$ cat src/rtl/imm_ext_pipe.sv
// imm_ext_pipe: immediate extender feeding a DEPTH-entry output FIFO.
// Each accepted request is extended combinationally and pushed in the
// same cycle; the FIFO head is presented on out_imm/out_err.
module imm_ext_pipe #(
    parameter int unsigned DATA_W = 32,
    parameter int unsigned DEPTH  = 2
) (
    input  logic              clk,
    input  logic              rst_n,
    input  logic              in_valid,
    output logic              in_ready,
    input  logic [31:0]       instr,
    input  logic [DATA_W-1:0] pc_plus4,
    input  logic [2:0]        mode,
    output logic              out_valid,
    input  logic              out_ready,
    output logic [DATA_W-1:0] out_imm,
    output logic              out_err,
    output logic [7:0]        err_cnt
);

    localparam int unsigned PTR_W = (DEPTH > 1) ? $clog2(DEPTH) : 1;
    localparam int unsigned CNT_W = $clog2(DEPTH + 1);

    typedef enum logic [2:0] {
        M_SEXT16 = 3'd0,
        M_ZEXT16 = 3'd1,
        M_LUI    = 3'd2,
        M_BRANCH = 3'd3,
        M_SEXT26 = 3'd4,
        M_JUMP   = 3'd5
    } mode_e;

    logic [15:0]       imm16;
    logic [25:0]       imm26;
    logic [DATA_W-1:0] calc_imm;
    logic              calc_err;

    logic [DATA_W:0]   mem_q [DEPTH];
    logic [PTR_W-1:0]  wr_ptr_q, wr_ptr_d;
    logic [PTR_W-1:0]  rd_ptr_q, rd_ptr_d;
    logic [CNT_W-1:0]  cnt_q, cnt_d;
    logic [7:0]        err_cnt_q;
    logic              rdy_q;
    logic              full;
    logic              push;
    logic              pop;
    logic [DATA_W:0]   head;
    logic              unused_bits;

    assign imm16 = instr[15:0];
    assign imm26 = instr[25:0];

    // Only the immediate fields and the PC region bits feed the result.
    assign unused_bits = ^{instr[31:26], pc_plus4[27:0]};

    // Immediate extension; wider-than-32 results start from a sign fill
    // and then overwrite the low bits so DATA_W == 32 needs no special case.
    always_comb begin
        calc_imm = '0;
        calc_err = 1'b0;
        case (mode)
            M_SEXT16: begin
                calc_imm        = {DATA_W{imm16[15]}};
                calc_imm[15:0]  = imm16;
            end
            M_ZEXT16: begin
                calc_imm[15:0]  = imm16;
            end
            M_LUI: begin
                calc_imm        = {DATA_W{imm16[15]}};
                calc_imm[31:0]  = {imm16, 16'h0000};
            end
            M_BRANCH: begin
                calc_imm        = {DATA_W{imm16[15]}};
                calc_imm[17:0]  = {imm16, 2'b00};
            end
            M_SEXT26: begin
                calc_imm        = {DATA_W{imm26[25]}};
                calc_imm[25:0]  = imm26;
            end
            M_JUMP: begin
                calc_imm        = pc_plus4;
                calc_imm[27:0]  = {imm26, 2'b00};
            end
            default: begin
                calc_imm = '0;
                calc_err = 1'b1;
            end
        endcase
    end

    assign full      = (cnt_q == CNT_W'(DEPTH));
    assign out_valid = (cnt_q != '0);
    assign pop       = out_valid & out_ready;
    assign in_ready  = rdy_q & (~full | pop);
    assign push      = in_valid & in_ready;

    assign head      = mem_q[rd_ptr_q];
    assign out_imm   = out_valid ? head[DATA_W-1:0] : '0;
    assign out_err   = out_valid ? head[DATA_W] : 1'b0;
    assign err_cnt   = err_cnt_q;

    // Next pointer and occupancy values; pointers wrap at DEPTH-1.
    always_comb begin
        wr_ptr_d = wr_ptr_q;
        rd_ptr_d = rd_ptr_q;
        cnt_d    = cnt_q;
        if (push) begin
            wr_ptr_d = (wr_ptr_q == PTR_W'(DEPTH - 1)) ? '0 : wr_ptr_q + PTR_W'(1);
        end
        if (pop) begin
            rd_ptr_d = (rd_ptr_q == PTR_W'(DEPTH - 1)) ? '0 : rd_ptr_q + PTR_W'(1);
        end
        if (push && !pop) begin
            cnt_d = cnt_q + CNT_W'(1);
        end else if (pop && !push) begin
            cnt_d = cnt_q - CNT_W'(1);
        end
    end

    // Control state: pointers, occupancy, ready flag and saturating error count.
    always_ff @(posedge clk or negedge rst_n) begin
        if (!rst_n) begin
            wr_ptr_q  <= '0;
            rd_ptr_q  <= '0;
            cnt_q     <= '0;
            err_cnt_q <= '0;
            rdy_q     <= 1'b0;
        end else begin
            wr_ptr_q <= wr_ptr_d;
            rd_ptr_q <= rd_ptr_d;
            cnt_q    <= cnt_d;
            rdy_q    <= 1'b1;
            if (push && calc_err && (err_cnt_q != 8'hFF)) begin
                err_cnt_q <= err_cnt_q + 8'd1;
            end
        end
    end

    // FIFO storage; contents are only observable through valid entries.
    always_ff @(posedge clk) begin
        if (push) begin
            mem_q[wr_ptr_q] <= {calc_err, calc_imm};
        end
    end

endmodule

$ cat config.mk
export PLATFORM = sky130hd
export DESIGN_NAME = imm_ext_pipe
export DESIGN_NICKNAME = d
export VERILOG_FILES = /design/src/rtl/imm_ext_pipe.sv
export SDC_FILE = /design/constraint.sdc
export NUM_CORES = 1
export LEC_CHECK = 0
export BUFFER_PORTS_ARGS = -buffer_cell sky130_fd_sc_hd__buf_4
export CORE_ASPECT_RATIO = 1.75
export CORE_MARGIN = 4
export CORE_UTILIZATION = 55
export CTS_CLUSTER_DIAMETER = 120
export DETAILED_ROUTE_END_ITERATION = 8
export PLACE_DENSITY = 0.86
export SYNTH_ARGS = -nofsm -noshare
export SYNTH_HDL_FRONTEND = slang
export SYNTH_SLANG_ARGS = --single-unit
$ cat constraint.sdc
create_clock -name clk -period 4.1 [get_ports clk]
set_clock_uncertainty 0.15 [all_clocks]
set_input_delay 0.82 -clock clk [delete_from_list [all_inputs] [get_ports clk]]
set_output_delay 0.82 -clock clk [all_outputs]
set_load 0.05 [all_outputs]
==> summary.md <==
### Status
- **outcome** completed

### Global routing
- **via count of the first global-routing pass** 2705
- **GR peak layer** met2
- **met1 Track Usage GR** 24.6%
- **met2 track demand over resource in global routing** 38.1%
- **antenna violations before repair** 0
- **GRT Total Usage** 22.0%
- **grt met3 use** 4.20%
- **global-route wire length before repair** 13900 um
- **maximum number of pins on one net before global-route repair** 35
- **overflow left after global routing** 0

### Clock tree
- **buffer type at the clock tree root** clkbuf_16
- **CTS tree** yes
- **quantity of gates resized following cts** 0
- **deepest clock path buffer count** 2
- **later-pin clock latency in the skew report** 0.33 ns
- **buffers inserted by post-CTS timing repair** 0
- **CTS Sinks** 79
- **number of hold buffers added after CTS** 0
- **Worst-path clk slew** 0.06 ns
- **H-tree depth reported by CTS** 3
- **TritonCTS buffer count** 9

### Final layout
- **Layout area overhead** 26.6%
- **number of nets at the end of the flow** 452
- **share of the core filled with cells in the final layout** 72.3%
- **cell area after layout** 4760 sq um
- **# diodes** 0
- **share of layout cells above drive strength 1** 28.6%

### Routing
- **routed wire length** 8850 um
- **WL per Instance** 19.0 um
- **Routed Antenna Nets** 0
- **mean number of vias per cell** 5.85
- **1st-pass router iterations** 5
- **violation count after the first detailed-route iteration** 148
- **via count of the routed design** 2728
- **post-detailed-route DRC marker count** 0

### Logic synthesis
- **biggest area consumer among synthesized cells** edfxtp_1
- **most frequently used cell type in the post-synthesis netlist** edfxtp_1
- **count of mapped cells out of synthesis** 303
- **synthesized area divided by synthesized cell count** 12.4 sq um
- **Syn. warnings** 0
- **largest cells by area after synthesis** edfxtp_1 (53%), mux2i_1 (9.1%), dfrtp_1 (8.7%), nor2_1 (4.1%), a22o_1 (3.0%)
- **synth cell count leaders** edfxtp_1 (66), nor2_1 (41), mux2i_1 (34), nand2_1 (25)
- **Post-Synthesis Net Count** 376
- **distinct cell type count after synthesis** 43
- **count of flip-flops with a built-in enable after synthesis** 66
- **proportion of netlist area held by the largest area contributor** 52.7%
- **Async SR Flop Fraction** 16.5%
- **Synth Flop Type** edfxtp_1
- **Yosys reg bits** 79
- **post-synthesis instance area** 3760 sq um
- **proportion of synthesized chip area in sequential cells** 61.4%

### Timing
- **Tcrit/Tclk final** 72.8%
- **number of hold violations in the final report** 0
- **timing-limited maximum frequency** 335 MHz
- **RSZ-0062 raised after global routing** no
- **sum of negative setup slack** 0 ns
- **normalized max-slew margin** 33.6%
- **number of pins with negative max-slew slack in the final report** 0
- **post-layout min period** 2.99 ns
- **final setup violation count** 0
- **pin slew with the least headroom to its limit** 0.996 ns

### Floorplan
- **overall die area** 8270 sq um
- **top-level port count** 114
- **Die Width** 70.5 um
- **initial core utilization** 57.1%
- **area of the core** 6590 sq um
- **Die Span Y** 117 um
- **FP Rows** 39

### Setup path
- **critical path type** reg2out
- **launching point of the worst reg2reg path** cnt_q[0]$_DFFE_PN0P_
- **arrival time at the worst endpoint** 2.02 ns
- **Crit-path slowest cell** dfrtp_2
- **Worst path max stage delay** 1.02 ns
- **cell-by-cell trace of the critical path** mux2i_1 > nor2_1 > buf_4
- **crit end category** primary output
- **peak fanout along the critical path** 34
- **terminus of the critical flop-to-flop path** cnt_q[1]$_DFFE_PN0P_
- **setup slack on the worst flop-to-flop path** 1.95 ns
- **depth of the worst register-to-register path** 7
- **required time of the worst setup path** 3.13 ns
- **count of buffering cells on the critical path with inverters included** 1
- **kind of start point of the critical path** flop
- **cell family with most CP delay** flip-flops

### Pwr
- **Leak** 1.97 nW
- **worst voltage drop across the vdd grid** 617 uV
- **power density over the cells** 759 nW/um^2

### Placement
- **count of port buffers added during placement** 79
- **Placed Instance Area** 4410 sq um
- **placer congestion estimate** 0.925
- **Final HPWL DP** 6100 um

### Worst hold path
- **Min-Delay Path Class** in2async

### Flow run
- **max-capacitance violation count** 0

[registers in the layout, summed over array words and instances, names as in the netlist]
signal	count
rdy_q	1
mem_q	66
err_cnt	8
wr_ptr_q	1
cnt_q	2
rd_ptr_q	1
[area by class of cell]
| class | instances | area, sq um |
|---|---|---|
| clock inverter | 7 | 121 |
| inverter | 3 | 11.3 |
| clock buffer | 9 | 225 |
| sequential | 79 | 2310 |
| timing repair buffer | 83 | 623 |
| tap | 82 | 103 |
| fill | 485 | 1830 |
| multi-input combinational | 203 | 1370 |
[stage by stage]
stage               hold slack [ns]  setup WS (ns)  std cells  total power, mW
floorplan                     0.305          0.486        303             2.24
global placement              0.339           1.39        450             2.68
detailed placement            0.357           1.38        450             2.72
CTS                           0.166           1.10        466             3.64
global route                  0.171           1.01        466             3.75
finish                        0.175           1.11        466             3.61
[worst max-delay path by stage]
stage,from,end,cells after the start
final,rd_ptr_q$_DFFE_PN0N_,out_imm[26],3
after detailed placement,out_ready,in_ready,4
after global routing,rd_ptr_q$_DFFE_PN0N_,out_imm[16],3
after floorplan,out_ready,mem_q[0][0]$_DFFE_PP_,4
after global placement,out_ready,in_ready,4
after CTS,rd_ptr_q$_DFFE_PN0N_,out_imm[16],3
[cells by family (layout without fill, tap and decap cells)]
family	Yosys count	after routing	synth area share, %
compound gates	55	55	10.7
xor+xnor	11	11	2.76
fa+ha+maj	2	2	0.666
buf+inv	21	102	2.36
flops	79	79	61.4
mux	36	36	9.65
other cells	1	1	0.0998
simple gates	98	98	12.4
[where the power goes]
part	switching (mW)	total [mW]	internal (mW)
clock	0.313	0.908	0.595
sequential	0.152	1.16	1.01
combinational	1.06	1.55	0.490
[per-layer routing]
metal,up-vias,share of wire [%]
met1,1310,36
li1,1277,-
met3,21,5.9
met5,-,0
met4,0,3.4
met2,120,55
[cell usage in the layout, fill, tap and decap left out, types with 3 or more instances in the layout]
cell        instances
a31oi_1             6
edfxtp_1           66
xor2_1              7
nor2b_1             4
a21oi_1             9
nand2b_1            5
nor3_1              4
o22ai_1             5
a221o_1             3
dfrtp_1            12
a22o_1             13
clkbuf_16           9
o21ai_0             3
o21a_1              4
a311oi_1            3
inv_1               3
buf_4              83
nand2_1            25
and2_1              4
clkinvlp_4          3
mux2i_1            34
nand3_1             6
xnor2_1             3
bufinv_16           3
nor2_1             39
Power figures use the tool's default switching activity.
